$ cat config.mk
export PLATFORM = sky130hd
export DESIGN_NAME = pb_varint_decoder
export DESIGN_NICKNAME = d
export VERILOG_FILES = /design/src/rtl/pb_pkg.sv /design/src/rtl/pb_varint_accum.sv /design/src/rtl/pb_varint_decoder.sv
export SDC_FILE = /design/constraint.sdc
export NUM_CORES = 1
export LEC_CHECK = 0
export CORE_ASPECT_RATIO = 0.6
export CORE_MARGIN = 8
export CORE_UTILIZATION = 30
export DETAILED_ROUTE_END_ITERATION = 8
export PLACE_DENSITY = 0.61
export SLEW_MARGIN = 20
export SYNTH_ARGS = -nofsm -noshare
export SYNTH_HDL_FRONTEND = slang
export SYNTH_SLANG_ARGS = --single-unit
$ cat constraint.sdc
create_clock -name clk -period 6.8 [get_ports clk]
set_input_delay 0.68 -clock clk [delete_from_list [all_inputs] [get_ports clk]]
set_output_delay 0.68 -clock clk [all_outputs]
set_load 0.01 [all_outputs]
$ cat src/rtl/pb_pkg.sv
// Shared protobuf-parser types: varint error codes, FSM states and the ZigZag helper.
package pb_pkg;

  localparam int MAX_VARINT_BYTES = 10;

  typedef enum logic [1:0] {
    VARINT_OK        = 2'd0,
    VARINT_OVERFLOW  = 2'd1,
    VARINT_TRUNCATED = 2'd2
  } varint_err_e;

  typedef enum logic [1:0] {
    ST_IDLE  = 2'd0,
    ST_ACCUM = 2'd1,
    ST_SKIP  = 2'd2
  } varint_state_e;

  // Callers zero-extend narrower values and keep the low bits of the result.
  function automatic logic [63:0] zigzag_decode(input logic [63:0] acc);
    return (acc >> 1) ^ {64{acc[0]}};
  endfunction

endpackage

$ cat src/rtl/pb_varint_accum.sv
// Varint shift/OR datapath: exposes the accumulator, byte count and sticky overflow
// as they will be once the current byte is included; commits them on step.
module pb_varint_accum #(
  parameter int VALUE_W   = 64,
  parameter int MAX_BYTES = (VALUE_W + 6) / 7,
  parameter int CNT_W     = $clog2(MAX_BYTES + 1)
) (
  input  logic               clk,
  input  logic               rst_n,
  input  logic               step,
  input  logic               first,
  input  logic [6:0]         data,
  output logic [VALUE_W-1:0] acc_d,
  output logic [CNT_W-1:0]   cnt_d,
  output logic               ovf_d,
  output logic               last_index
);

  // One spare bit so the dropped-bit slice is never empty when VALUE_W is a multiple of 7.
  localparam int WIDE_W = 7 * MAX_BYTES + 1;

  logic [VALUE_W-1:0] acc_q;
  logic [CNT_W-1:0]   cnt_q;
  logic               ovf_q;
  logic [CNT_W-1:0]   idx;
  logic [WIDE_W-1:0]  shifted;

  always_comb begin
    idx        = first ? '0 : cnt_q;
    shifted    = {{(WIDE_W-7){1'b0}}, data} << (7 * idx);
    acc_d      = (first ? '0 : acc_q) | shifted[VALUE_W-1:0];
    ovf_d      = (first ? 1'b0 : ovf_q) | (|shifted[WIDE_W-1:VALUE_W]);
    cnt_d      = idx + CNT_W'(1);
    last_index = (idx == CNT_W'(MAX_BYTES - 1));
  end

  always_ff @(posedge clk or negedge rst_n) begin
    if (!rst_n) begin
      acc_q <= '0;
      cnt_q <= '0;
      ovf_q <= 1'b0;
    end else if (step) begin
      acc_q <= acc_d;
      cnt_q <= cnt_d;
      ovf_q <= ovf_d;
    end
  end

endmodule

$ cat src/rtl/pb_varint_decoder.sv
// Streaming protobuf base-128 varint decoder: FSM, handshake and result register.
// Optional ZigZag decoding is built only when PB_VARINT_ZIGZAG_EN is defined.
module pb_varint_decoder
  import pb_pkg::*;
#(
  parameter  int VALUE_W   = 64,
  localparam int MAX_BYTES = (VALUE_W + 6) / 7,
  localparam int CNT_W     = $clog2(MAX_BYTES + 1)
) (
  input  logic               clk,
  input  logic               rst_n,
  input  logic               in_valid,
  output logic               in_ready,
  input  logic [7:0]         in_data,
  input  logic               in_last,
  input  logic               in_zigzag,
  output logic               out_valid,
  input  logic               out_ready,
  output logic [VALUE_W-1:0] out_value,
  output logic [CNT_W-1:0]   out_nbytes,
  output logic [1:0]         out_err
);

  varint_state_e      state_q, state_d;
  logic               out_valid_q;
  logic [VALUE_W-1:0] out_value_q, value_d;
  logic [CNT_W-1:0]   out_nbytes_q;
  varint_err_e        out_err_q, err_d;

  logic               accept, first, step, emit;
  logic [VALUE_W-1:0] acc_d;
  logic [CNT_W-1:0]   cnt_d;
  logic               ovf_d, last_index;

  assign in_ready = !out_valid_q || out_ready;
  assign accept   = in_valid && in_ready;
  assign first    = (state_q == ST_IDLE);
  assign step     = accept && (state_q != ST_SKIP);

  pb_varint_accum #(
    .VALUE_W   (VALUE_W),
    .MAX_BYTES (MAX_BYTES),
    .CNT_W     (CNT_W)
  ) u_accum (
    .clk        (clk),
    .rst_n      (rst_n),
    .step       (step),
    .first      (first),
    .data       (in_data[6:0]),
    .acc_d      (acc_d),
    .cnt_d      (cnt_d),
    .ovf_d      (ovf_d),
    .last_index (last_index)
  );

`ifdef PB_VARINT_ZIGZAG_EN
  logic        zz_q;
  logic        zz_mode;
  logic [63:0] zz_full;

  always_comb begin
    zz_mode = first ? in_zigzag : zz_q;
    zz_full = zigzag_decode(64'(acc_d));
    value_d = zz_mode ? zz_full[VALUE_W-1:0] : acc_d;
  end

  always_ff @(posedge clk or negedge rst_n) begin
    if (!rst_n)               zz_q <= 1'b0;
    else if (step && first)   zz_q <= in_zigzag;
  end
`else
  logic unused_zigzag;
  assign unused_zigzag = in_zigzag;
  assign value_d       = acc_d;
`endif

  // Truncation is tested before the index limit so it wins on the last legal byte.
  always_comb begin
    state_d = state_q;
    emit    = 1'b0;
    err_d   = VARINT_OK;
    if (accept) begin
      case (state_q)
        ST_IDLE, ST_ACCUM: begin
          if (!in_data[7]) begin
            emit    = 1'b1;
            err_d   = ovf_d ? VARINT_OVERFLOW : VARINT_OK;
            state_d = ST_IDLE;
          end else if (in_last) begin
            emit    = 1'b1;
            err_d   = VARINT_TRUNCATED;
            state_d = ST_IDLE;
          end else if (last_index) begin
            emit    = 1'b1;
            err_d   = VARINT_OVERFLOW;
            state_d = ST_SKIP;
          end else begin
            state_d = ST_ACCUM;
          end
        end
        ST_SKIP: begin
          if (!in_data[7] || in_last) state_d = ST_IDLE;
        end
        default: state_d = ST_IDLE;
      endcase
    end
  end

  always_ff @(posedge clk or negedge rst_n) begin
    if (!rst_n) begin
      state_q      <= ST_IDLE;
      out_valid_q  <= 1'b0;
      out_value_q  <= '0;
      out_nbytes_q <= '0;
      out_err_q    <= VARINT_OK;
    end else begin
      state_q <= state_d;
      if (emit) begin
        out_valid_q  <= 1'b1;
        out_value_q  <= value_d;
        out_nbytes_q <= cnt_d;
        out_err_q    <= err_d;
      end else if (out_ready) begin
        out_valid_q <= 1'b0;
      end
    end
  end

  assign out_valid  = out_valid_q;
  assign out_value  = out_value_q;
  assign out_nbytes = out_nbytes_q;
  assign out_err    = out_err_q;

endmodule

Yosys cells after proc, flatten, opt, wreduce, memory -nomap -nowiden:

Index checks and enable logic that the tools add are counted.

* reductions and logical operators: 11
* $add $sub $neg: 1
* bitwise logic cells: 2
* mux-type cells: 21
* multiply operators: 1
* shift operators: 1
* equal/unequal tests: 5

Operators with widths (number)
* $shl 7x7->71: 1
* $mux 64: 1
* $or 64x64->64: 1
* $mux 2: 8
* $mux 1: 10
* $mul 3x4->7 const A: 1
* $reduce_or 7->1: 1
* $add 4x1->4 const B: 1
* $eq 4x4->1 const B: 1
* $mux 4: 1
* $ne 2x2->1 const B: 2
* $pmux 2 s2: 1
* $eq 2x1->1 const B: 1
* $eq 2x2->1 const B: 1
* $logic_and 1x1->1: 2
* $logic_not 1->1: 2
* $logic_not 2->1: 1
* $logic_or 1x1->1: 2
* $reduce_and 2->1: 1
* $reduce_bool 2->1: 1
* $reduce_or 2->1: 1
* $or 1x1->1: 1

* register bits after elaboration: 142
* word-level logic and storage cells: 50

Longest topological paths before layout:

Gate-level depths: netlist of run 1.

* word-level depth: 10
* depth in mapped cells: 11

By module:

Synthesis of run 1 repeated with hierarchy kept, for this count alone.

* cells, all modules: 488
* area total of the unflattened synthesis: 6272.3 µm²

By module, submodules not included
* pb_varint_accum: cells each 318, times used 1, seq. area each 1726.7 µm², area each 3439.5 µm²
* pb_varint_decoder: cells each 170, times used 1, seq. area each 1826.8 µm², area each 2832.7 µm²

Worst setup path after synthesis of run 1:

OpenSTA, ideal clock, no wires.

* path type: register to register
* start: register state_q[0]
* end: register out_value_q[58], in the netlist out_value[58]
* cell stages (with the launch flop): 12
* arrival: 2.468 ns
* required time: 6.675 ns
* setup slack: 4.206 ns
* period minus slack after synthesis: 2.594 ns
* path buffers: 5
* cells stage by stage: dfrtp_1 -> or2_1 -> buf_2 -> buf_2 -> buf_1 -> and2_1 -> ha_1 -> nor3b_4 -> o21ai_2 -> buf_6 -> buf_6 -> mux2_4

* word-level cells in the longest chain between the ends: 8
* elaborated cells on any way between the ends: 14

Ends and longest elaborated chain
* start, declared: RTL line pb_varint_decoder.sv:24 `varint_state_e state_q, state_d;`
* start signal, assigned: RTL line pb_varint_decoder.sv:117 `state_q <= state_d;`
* parallel branches: the longest is 8 deep, another holds $mul 3x4->7
* end signal, assigned: RTL line pb_varint_decoder.sv:120 `out_value_q <= value_d;`
* end, declared: RTL line pb_varint_decoder.sv:26 `logic [VALUE_W-1:0] out_value_q, value_d;`

Several ways; the timed one is not identified.
A chain may end at the register's enable or synchronous reset.

Worst setup path after layout of run 1:

* start: register state_q[0]
* end: register out_value_q[56], in the netlist out_value[56]

Same word-level chain as after synthesis.

==> results of run 1 <==
[kinds of logic (layout without fill, tap and decap cells)]
kind of cell	count (synthesis)	count (layout)	share of synthesized area (%)
AO/OA/AOI/OAI	146	146	19.9
XOR/XNOR	2	2	0.276
adder cells (fa/ha/maj)	1	1	0.197
buffers and inverters	57	130	4.22
flip-flops	142	142	56.0
multiplexers	69	69	12.4
AND/OR/NAND/NOR	60	60	7.00
[synthesized netlist by cell type, drive strengths merged]
library cell / number
a21o: 1
a21oi: 1
a221oi: 1
a22o: 124
a31oi: 1
a32o: 1
and2: 2
and2b: 2
buf: 32
clkbuf: 18
dfrtp: 142
ha: 1
inv: 7
mux2: 64
mux2i: 5
nand2: 9
nand2b: 6
nand3: 2
nand3b: 2
nand4bb: 1
nor2: 11
nor2b: 9
nor3: 7
nor3b: 1
nor4: 6
o21a: 2
o21ai: 9
o2bb2ai: 4
o31ai: 1
o41ai: 1
or2: 2
xnor2: 1
xor2: 1
[how the worst max path moves through the flow]
stage                     cells after the start            end  slack, ns
after detailed placement                      7  out_value[55]       3.53
final                                         7  out_value[56]       3.54
after global routing                          7  out_value[57]       3.36
after CTS                                     7  out_value[35]       3.49
after floorplan                              11  out_value[58]       4.21
after global placement                        7  out_value[30]       3.10
[cell usage in the layout (no fill, tap or decap), types with 2 or more instances in the layout]
| cell | netlist | layout |
|---|---|---|
| dfrtp_1 | 142 | 142 |
| a22o_1 | 124 | 124 |
| clkdlybuf4s50_1 | 0 | 83 |
| mux2_2 | 59 | 59 |
| clkbuf_16 | 0 | 17 |
| nor2_1 | 11 | 11 |
| nand2_1 | 9 | 9 |
| nor2b_1 | 9 | 9 |
| inv_1 | 7 | 7 |
| o21ai_0 | 7 | 7 |
| buf_4 | 2 | 7 |
| nand2b_1 | 5 | 5 |
| mux2_4 | 5 | 5 |
| mux2i_1 | 5 | 5 |
| clkinv_4 | 0 | 5 |
| bufinv_16 | 0 | 5 |
| nor4_4 | 4 | 4 |
| nor3_1 | 4 | 4 |
| o2bb2ai_1 | 4 | 4 |
| nor3_4 | 3 | 3 |
| nand3b_1 | 2 | 2 |
| and2b_1 | 2 | 2 |
| o21a_1 | 2 | 2 |
| nand3_1 | 2 | 2 |
| clkinv_2 | 0 | 2 |
| clkinvlp_4 | 0 | 2 |
[layout make-up]
cell class | count | area [um2] | area share, %
Sequential cell | 142 | 3550 | 44.3
Multi-Input combinational cell | 278 | 2530 | 31.6
Tap cell | 279 | 349 | 4.35
Clock inverter | 14 | 219 | 2.73
Timing Repair Buffer | 92 | 922 | 11.5
Inverter | 7 | 26.3 | 0.327
Clock buffer | 17 | 425 | 5.30
[worst register-to-register path: stages (launching register included)]
cell and delay, ns:
dfrtp_1 0.44, or2_2 0.58, and2_1 0.29, ha_1 0.18, nor3b_4 0.17, o21ai_4 0.54, buf_4 0.53, mux2_2 0.41
[state kept, by name, summed over array words and instances (netlist names)]
name           cells
u_accum.ovf_q      1
state_q            2
u_accum.acc_q     64
u_accum.cnt_q      4
out_err            2
out_value         64
out_valid          1
out_nbytes         4
[power breakdown]
group          switching, mW  leakage, nW  total, mW  internal, mW
clock                  0.368        0.309       1.02         0.649
combinational          0.154         1.37      0.281         0.127
sequential            0.0426         1.93      0.936         0.893
[metal layers]
metal	part of all wire [%]	global-route usage [%]	routed length (um)
met5	0	0	0
met4	0.68	3.19	110
met3	6.8	4.69	1110
met2	45	19.3	7320
met1	47	17.2	7670
==> impl_summary.md, run 1 <==
Cells and area
The final cell count without fillers is 829. In the final layout, the share of cells above drive strength 1 is 21.6%. The repair_antennas step left the layout with diodes totalling 0.

The design area is 8030 um2. The final net count is 553. The number of fill cells is approximately 2k. Once layout is complete, the utilization of the core stands at a little under 40%. Compared with the post-synthesis result, the final layout area differs by 26.5%.

Critical path
Counting both buffers and inverters, the worst setup path holds a total of 1. The capture instance of the worst register-to-register path is out_value[56]. The critical path endpoint category is a flip-flop. The slack of the worst reg-to-reg path is 3.54 ns. The count of cells along the worst register-to-register path is 7. The top fanout value on the critical path is 34.

Data on the critical path is required at its endpoint by 7.10 ns. The stage delay of the slowest cell on the critical path is 0.58 ns. The sort of element at the start of the critical path is a flip-flop.

The critical path goes through or2_2 > and2_1 > ha_1 > nor3b_4 > o21ai_4 > buf_4 > mux2_2. The timing startpoint of the critical path is state_q[0]. The family of cells with the greatest summed delay on the critical path is simple AND/OR/NAND/NOR gates.

At the worst endpoint, the arrival time is 3.56 ns. By startpoint and endpoint, the worst setup path is classified as reg2reg. The cell at the slowest stage of the critical path is or2_2.

In this run the critical register-to-register path is launched from state_q[0].

Clock tree
Once the clock tree was built, the resizer swapped 0 gates to a different size. Once the clock tree was built, the setup fixing pass inserted 0 buffers. The hold-fix buffer count after cts is 0. In this run the number of H-tree levels came out at 4. The TritonCTS clock tree is done.

Counting along the longest clock path gives a buffer depth of 2. The clock reaches the later pin of the worst-skew pair after 0.42 ns. After clock tree synthesis, the clock-pin slew on the worst setup and hold paths is 0.06 ns.

The number of buffers added by the clock tree synthesis step is 17. The clock sink total is ~140. The clock root buffer is clkbuf_16.

Timing
The number of slew-limit violations in the final report was 0. The hold violation count in the final report is 0. Derived from the worst setup path, the maximum achievable clock frequency is 307 MHz. The worst-case clock skew is 0.00737 ns. At the pin with the least slew margin, the transition time is 1.07 ns.

The final sum of negative setup slack is 0 ns. After layout, the worst path uses 47.9% of the clock period. Setup repair after global routing left no endpoint under its margin. Final hold analysis gives a worst-case slack of 0.293 ns. The final count of negative-setup-slack endpoints is 0. The worst slew slack as a fraction of its limit is around 28%. Setup slack on the critical path of the routed design comes to 3.54 ns. The clock period minus worst slack is 3.26 ns.

Floorplan
The height of the die is about 130 um. The die covers around 26000 um2. The core area is about 21000 um2. Row generation in the floorplan step produced between 40 and 50 rows. The starting density of the core is 30.4%. The die outline width is 204 um. The I/O pin total is 86.

Logic synthesis
Counting every instance in the synthesized netlist gives 477. The count of synthesis-stage warnings from yosys is 0. The cell area that synthesis handed to floorplanning was 6350 um2. The top cell type by area accounts for around 56% of the synthesized area. Counting flops and latches in the post-synthesis netlist gives 142. Of all cell types, the one taking the most synthesized area is dfrtp_1.

Yosys attributes the largest share of cell area to dfrtp_1 56%, a22o_1 17%, mux2_2 10%, buf_2 1.5%, nor4_4 1.3%. The average footprint of a synthesized cell is 13.3 um2. Counting distinct cell types in the post-synthesis netlist gives 43. Counting every net in the synthesized netlist gives between 400 and 500. The portion of the post-synthesis area used by sequential elements is 56.0%.

Drt
The total number of vias is about 4.2k. For this run, design rule violations remaining after detail routing come to 0. The total detailed-routing wirelength is 16200 um. The first detailed-routing pass ran for 4 iterations. The number of design-rule violations left by the first detailed-router iteration is 346. The detail-routed via count per cell is 5.10.

The per-cell routed wire length is 19.6 um. The count of nets left with antenna violations once routing finished came out at 0.

Power and ir drop
The worst-case IR drop observed on VDD is ~0.15 mV. The areal power density over the cells is 278 nW/um2. The design draws 2.23 mW. The leakage power summed over all cells is 3.62 nW.

Global route
The overall global routing resource usage is 12.8%. Entering global routing, the biggest net connects 82 pins. The leftover overflow at the end of global routing is 0. The number of global-route vias before repair came to 4457. The number of antenna violations at the first check in global routing is 0. The first-pass GRT wire length is ~26000 um.

Placed design
The HPWL after detailed placement is about 10000 um. Routability-driven placement finished with a final weighted congestion of 0.739. The placed instances occupy a cell area of 7380 um2.

At the placement stage, the worst setup path has a slack of 3.53 ns. The number of buffers added on ports is 84. The total instance count after detailed placement is 798.

Run status
The flow ran to the end, and the final reports show no timing, DRC or antenna violations.

Hold path
The worst hold path belongs to the class in2async.

Flow run
Across the run, the number of max-cap violations was 0.
Note: power is estimated with default switching activity, not from simulation.
==> run 2, diff against run 1 <==
--- a/config.mk
+++ b/config.mk
@@ -9,7 +9,7 @@
 export CORE_MARGIN = 8
 export CORE_UTILIZATION = 30
 export DETAILED_ROUTE_END_ITERATION = 8
-export PLACE_DENSITY = 0.61
+export PLACE_DENSITY = 0.63
 export SLEW_MARGIN = 20
 export SYNTH_ARGS = -nofsm -noshare
 export SYNTH_HDL_FRONTEND = slang
==> constraint.sdc (replaced) <==
create_clock -name clk -period 2.8 [get_ports clk]
set_input_delay 0.28 -clock clk [delete_from_list [all_inputs] [get_ports clk]]
set_output_delay 0.28 -clock clk [all_outputs]
set_load 0.01 [all_outputs]
==> run 2 against run 1 <==
Maximum frequency grew 34%. Routed wire length shrank 0.65%. Global-route usage shrank 0.53 points. Hold slack gained 0.073 ns. Non-clock buffer count grew 10. Core utilization grew 0.21 points. Via count grew 1.2%. Count of clock-buffer cells in the layout grew 1. First-iteration DRC count grew 2.6%. Critical path depth is the same. Clock skew grew 0.0042 ns. Combinational power grew to 2.5 times the previous value. Highest routed layer unchanged.
==> impl_summary.md, run 2 (same netlist as run 1, synthesis figures left out) <==
Flow run
The max-capacitance violation count is 0 (unchanged).

Drt
The total number of vias is 4282 (+1.2%). The detail-routed via count per cell came to 5.10 (-0.14%). The per-cell routed wire length is 19.2 um (-2.0%). The DRC violations left is 0 (unchanged). The number of detailed-route iterations in the first pass is 4 (unchanged). The total detailed-routing wirelength is 16100 um (-0.65%). The number of design-rule violations left by the first detailed-router iteration came to 355 (+2.6%). The number of nets with antenna violations after detailed routing was 0 (unchanged).

Critical path
The cell at the slowest stage of the critical path is dfrtp_1. The sort of element at the start of the critical path is a flip-flop. The cell family contributing the most delay on the critical path is simple AND/OR/NAND/NOR gates. The beginning of the worst register-to-register path is state_q[0]. The timing startpoint of the critical path is state_q[0]. The type of the worst setup path is reg2reg. The top fanout value on the critical path is 27 (-21%). The critical path goes through or2_2 > and2_1 > ha_1 > nor3b_4 > o21ai_4 > buf_4 > mux2_2. The required arrival time at the worst endpoint was 3.09 ns (-4.01 ns). The data arrival time at the worst-slack endpoint is 2.72 ns (-0.84 ns). The buffers plus inverters on the worst setup path is 1 (unchanged). The stage delay of the slowest cell on the critical path is 0.44 ns (-0.14 ns). The worst setup path is captured at a flip-flop.

Power and ir drop
The maximum vdd drop is 0.426 mV (+180%). The fraction of power consumed by the clock network came to 43.8% (-1.7 points). The net switching power is 1.37 mW (+140%).

The proportion of power drawn by flip-flops and latches is 42.8% (+0.9 points). The leakage power summed over all cells is 3.65 nW (+0.78%). The share of power burned in combinational logic came to 13.4% (+0.8 points).

The areal power density over the cells was 654 nW/um2 (+140%). The total design power came to 5.28 mW (+140%). The net switching share of the total power is 26.0% (+0.68 points). The cell-internal power came to 3.91 mW (+130%).

Cells and area
The final cell count without fillers is 840 (+1.3%). The area used by multi-input combinational logic is 2530 um2 (unchanged). The number of fill cells was 1929 (-1.3%). The utilization of the core after routing is 38.7% (+0.21 points). The sequential cell area in the final layout is 3550 um2 (unchanged). The final antenna diode count came to 0 (unchanged). The final net count is 563 (+1.8%). The share of cells above drive strength 1 is 23.0% (+1.4 points). The synthesis-to-layout area growth is 27.2%. Leaving out fill and tap cells, the most frequent cell in the layout is dfrtp_1. The design area was 8070 um2 (+0.55%). The library cells used most frequently in the layout, excluding fill and tap cells, are 142 x dfrtp_1, 124 x a22o_1, 83 x clkdlybuf4s50_1, 59 x mux2_2, 17 x clkbuf_16.

Global route
The leftover overflow at the end of global routing came to 0 (unchanged). The maximum number of pins on one net before global-route repair came to 69 (-16%). The overall global routing resource usage came to 12.3% (-0.53 points). The number of global-route vias before repair is 4530 (+1.6%). The number of antenna violations at the first check in global routing was 0 (unchanged). The first-pass GRT wire length is 25400 um (-1.9%).

Timing
The actual transition at the worst max-transition pin is 0.742 ns (-0.327 ns). The number of slew-limit violations in the final report was 0 (unchanged). The hold violation count in the final report is 0 (unchanged). The worst-case clock skew is 0.0116 ns (+0.00424 ns).

The worst slew slack as a fraction of its limit came to 50.5% (+22 points). The final sum of negative setup slack is 0 ns (unchanged). The smallest setup slack after layout is 0.376 ns (-3.17 ns). Setup repair after global routing left no endpoint under its margin. The highest attainable clock frequency is 413 MHz (+34%).

The clock period minus worst slack was 2.42 ns (-0.832 ns). The worst slack on hold paths is 0.366 ns (+0.0728 ns). The final count of negative-setup-slack endpoints is 0 (unchanged). The post-route fraction of the period consumed by the critical path came to 86.6% (+39 points).

Placed design
The setup slack after placement was 0.187 ns (-3.35 ns). The area after detailed placement is 7460 um2 (+0.98%). The total instance count after detailed placement is 807 (+1.1%). The routability congestion estimate was 0.723 (-2.1%).

The placed wire-length estimate came to 10700 um (+2.3%). The number of buffers added on ports is 84 (unchanged).

Run status
The flow ran to the end, and the final reports show no timing, DRC or antenna violations.

Clock tree
The clock insertion delay at the later pin of the skew report is 0.41 ns (about the same). The level count of the clock H-tree is 4 (unchanged). The hold-fix buffer count after cts was 1 (+1). The buffer levels on the longest clock path came to 2 (unchanged). The clock input transition at the sequential cells of the worst setup and hold paths is 0.06 ns (about the same). CTS placed an instance of clkbuf_16 at the clock tree root. The TritonCTS clock tree is done. The number of buffers added by the clock tree synthesis step was 17 (unchanged). The clock sink total is 142 (unchanged).

The number of cells upsized or downsized after cts is 0 (unchanged). The number of setup buffers added after CTS came to 0 (unchanged).

Floorplan
The I/O pin total came to 86 (unchanged). The core area was 20900 um2 (unchanged). The number of placement rows was 41 (unchanged).

The starting density of the core came to 30.4% (unchanged). The die footprint was 26200 um2 (unchanged). The height of the die is 129 um (unchanged). The die outline width is 204 um (unchanged).

Hold path
The min-delay analysis places its worst path in the category in2async.
-- run 2: layer usage --
layer	routed length (um)	track usage, %	vias up
li1	-	-	1938
met1	7860	17.0	2216
met2	7170	18.4	121
met3	991	3.94	7
met4	85	2.76	0
met5	0	0	-
-- run 2: area by class of cell --
cell class,instances,share of cell area [%]
Clock buffer,18,5.44
Clock inverter,14,2.06
Inverter,7,0.325
Multi-Input combinational cell,278,31.4
Sequential cell,142,44.0
Tap cell,279,4.32
Timing Repair Buffer,102,12.4
-- run 2: power by group through the flow --
stage	clock [mW]	combinational, mW	sequential [mW]
CTS	2.36	0.718	2.26
finish	2.32	0.707	2.26
global route	2.45	0.764	2.28
global placement	0	0.697	2.29
detailed placement	0	0.712	2.29
floorplan	0	0.387	2.30
-- run 2: worst register-to-register path, delay by kind of cell (launching register included) --
family                   cells  cell delay (ns)
multiplexers                 1             0.41
flip-flops                   1             0.44
AND/OR/NAND/NOR              3             0.70
adder cells (fa/ha/maj)      1             0.18
AO/OA/AOI/OAI                1             0.21
buffers and inverters        1             0.37
-- run 2: worst paths after layout --
path | end | slack (ns) | depth (start not counted)
worst max-delay path | out_value[0] | 0.38 | 7
worst min-delay path | out_value[61] | 0.37 | 2
worst max register to register | out_value[0] | 0.38 | 7
worst min register to register | u_accum.acc_q[42] | 0.49 | 1
max in group asynchronous | u_accum.acc_q[26] | 1.63 | 3
min in group clk | u_accum.acc_q[42] | 0.49 | 1
==> run 3, diff against run 2 <==
--- a/config.mk
+++ b/config.mk
@@ -7,9 +7,11 @@
 export LEC_CHECK = 0
 export CORE_ASPECT_RATIO = 0.6
 export CORE_MARGIN = 8
-export CORE_UTILIZATION = 30
+export CORE_UTILIZATION = 50
 export DETAILED_ROUTE_END_ITERATION = 8
-export PLACE_DENSITY = 0.63
+export MAX_ROUTING_LAYER = met4
+export PLACE_DENSITY = 0.89
+export SETUP_SLACK_MARGIN = 0.02
 export SLEW_MARGIN = 20
 export SYNTH_ARGS = -nofsm -noshare
 export SYNTH_HDL_FRONTEND = slang
==> run 3 against run 2 <==
Sequential share of layout area increased by 0.33 points. Routed wire length decreased by 1.5%. Cell area decreased by 0.74%. Setup slack got worse by 0.0061 ns. Cell count decreased by 13%.
==> impl_summary.md, run 3 (same netlist as run 1, synthesis figures left out) <==
Placed design
The placed wire-length estimate is 10200 um (-4.5%). The number of buffers added on ports came to 84 (unchanged). The total instance count after detailed placement came to 698 (-14%).

The routability congestion estimate came to 0.795 (+10%).

Global route
The number of global-route vias before repair is 4628 (+2.2%). The overall global routing resource usage is 20.4% (+8.1 points). The number of antenna violations at the first check in global routing is 2 (+2). The first-pass GRT wire length was 25600 um (+0.87%). The leftover overflow at the end of global routing came to 0 (unchanged). The maximum number of pins on one net before global-route repair is 76 (+10%).

Power and ir drop
The maximum vdd drop is 0.494 mV (+16%). The leakage power summed over all cells is 3.68 nW (+0.95%). The areal power density over the cells is 688 nW/um2 (+5.1%).

Timing
The clock period minus worst slack is 2.43 ns (+0.00613 ns). The worst slew slack as a fraction of its limit is 43.4% (-7.2 points). The final sum of negative setup slack is 0 ns (unchanged). The post-route fraction of the period consumed by the critical path is 86.8% (+0.22 points). Setup repair after global routing left no endpoint under its margin. The worst-case clock skew was 0.00787 ns (-0.00374 ns). The highest attainable clock frequency is 411 MHz (-0.25%). The number of slew-limit violations in the final report is 0 (unchanged). The final count of negative-setup-slack endpoints was 0 (unchanged). The hold violation count in the final report is 0 (unchanged). The actual transition at the worst max-transition pin came to 0.847 ns (+0.105 ns).

Cells and area
The share of cells above drive strength 1 is 22.8% (-0.18 points). The final net count is 563 (unchanged). The final cell count without fillers is 733 (-13%). The library cells used most frequently in the layout, excluding fill and tap cells, are 142 x dfrtp_1, 124 x a22o_1, 83 x clkdlybuf4s50_1, 59 x mux2_2, 17 x clkbuf_16.

The synthesis-to-layout area growth is 26.3%. Leaving out fill and tap cells, the most frequent cell in the layout is dfrtp_1.

Clock tree
The number of buffers added by the clock tree synthesis step is 17 (unchanged). The clock insertion delay at the later pin of the skew report is 0.42 ns (about the same). The clock sink total is 142 (unchanged).

The buffer levels on the longest clock path was 2 (unchanged). The hold-fix buffer count after cts is 1 (unchanged). The TritonCTS clock tree is done.

The number of setup buffers added after CTS is 0 (unchanged). The clock input transition at the sequential cells of the worst setup and hold paths is 0.06 ns (about the same). The number of cells upsized or downsized after cts is 0 (unchanged).

The level count of the clock H-tree is 4 (unchanged). The clock root buffer is clkbuf_16.

Hold path
The class of the tightest hold or removal check is in2async.

Floorplan
The core area is 12600 um2 (-40%). The I/O pin total came to 86 (unchanged). The starting density of the core is 50.3% (+20 points).

The die outline width is 161 um (-21%). The die footprint was 16700 um2 (-36%). The number of placement rows is 32 (-22%). The height of the die is 103 um (-20%).

Critical path
The required arrival time at the worst endpoint is 3.10 ns (about the same). The stage delay of the slowest cell on the critical path is 0.44 ns (about the same). The timing startpoint of the critical path is state_q[0]. In this run the critical register-to-register path is launched from state_q[0]. The sort of element at the start of the critical path is a flip-flop.

The top fanout value on the critical path was 25 (-7.4%). The buffers plus inverters on the worst setup path is 1 (unchanged). The family of cells with the greatest summed delay on the critical path is simple AND/OR/NAND/NOR gates. The worst setup path is captured at a flip-flop.

The type of the worst setup path is reg2reg. Traced cell by cell, the critical path runs through or2_2 > and2_1 > ha_1 > nor3b_4 > o21ai_4 > buf_4 > mux2_2. On the critical path, the stage with the largest delay is an instance of dfrtp_1.

The data arrival time at the worst-slack endpoint was 2.73 ns (about the same).

Drt
The total number of vias is 4410 (+3.0%). The number of detailed-route iterations in the first pass is 5 (+1). The detail-routed via count per cell is 6.02 (+18%). The total detailed-routing wirelength was 15900 um (-1.5%). The number of nets with antenna violations after detailed routing was 0 (unchanged).

The DRC violations left came to 0 (unchanged). The per-cell routed wire length was 21.6 um (+13%). The number of design-rule violations left by the first detailed-router iteration is 361 (+1.7%).

Run status
The run finished with clean final reports.

Flow run
The max-capacitance violation count is 0 (unchanged).
[run 3: cell type report]
cell class                 count  area, um2
fill                         896       4600
clock inverter                10        183
multi-input combinational    278       2530
timing repair buffer         102       1020
antenna                        2       5.00
tap                          170        213
inverter                       7       26.3
clock buffer                  22        484
sequential                   142       3550
[run 3: worst paths after layout]
kind                                       to  slack, ns  cells past startpoint
worst min-delay path            out_value[57]       0.46                      2
worst max-delay path            out_value[54]       0.37                      7
worst max register to register  out_value[54]       0.37                      7
max in group asynchronous       out_value[25]       1.59                      3
min in group clk                u_accum.ovf_q       0.48                      2
worst min register to register  u_accum.ovf_q       0.48                      2
[run 3: stage by stage]
stage | util (%) | power [mW] | area (um2) | worst slack, ns | hold WS, ns
after detailed placement | 58.1 | 3.01 | 7330 | 0.398 | 0.340
after global routing | 63.5 | 5.70 | 8010 | 0.265 | 0.493
final | 63.5 | 5.51 | 8010 | 0.370 | 0.462
after global placement | 58.1 | 2.97 | 7330 | 0.469 | 0.329
after CTS | 63.5 | 5.53 | 8010 | 0.373 | 0.479
after floorplan | - | 2.69 | 6350 | 0.206 | -0.0156
[run 3: routing by layer]
layer	global-route usage, %	wire length, um	up-vias
li1	-	-	1930
met1	26.0	6990	2280
met2	30.9	7350	184
met3	6.88	1390	16
met4	5.66	135	0
met5	-	0	-
[run 3: power breakdown]
| group | internal, mW | switching (mW) | leakage [nW] |
|---|---|---|---|
| Combinational | 0.324 | 0.401 | 1.43 |
| Clock | 1.67 | 0.851 | 0.318 |
| Sequential | 2.17 | 0.0926 | 1.93 |
[run 3: worst register-to-register path, cell delays in order, from the launching register on]
cell and delay (ns):
dfrtp_1 0.44, or2_2 0.36, and2_1 0.18, ha_1 0.18, nor3b_4 0.18, o21ai_4 0.22, buf_4 0.36, mux2_2 0.39
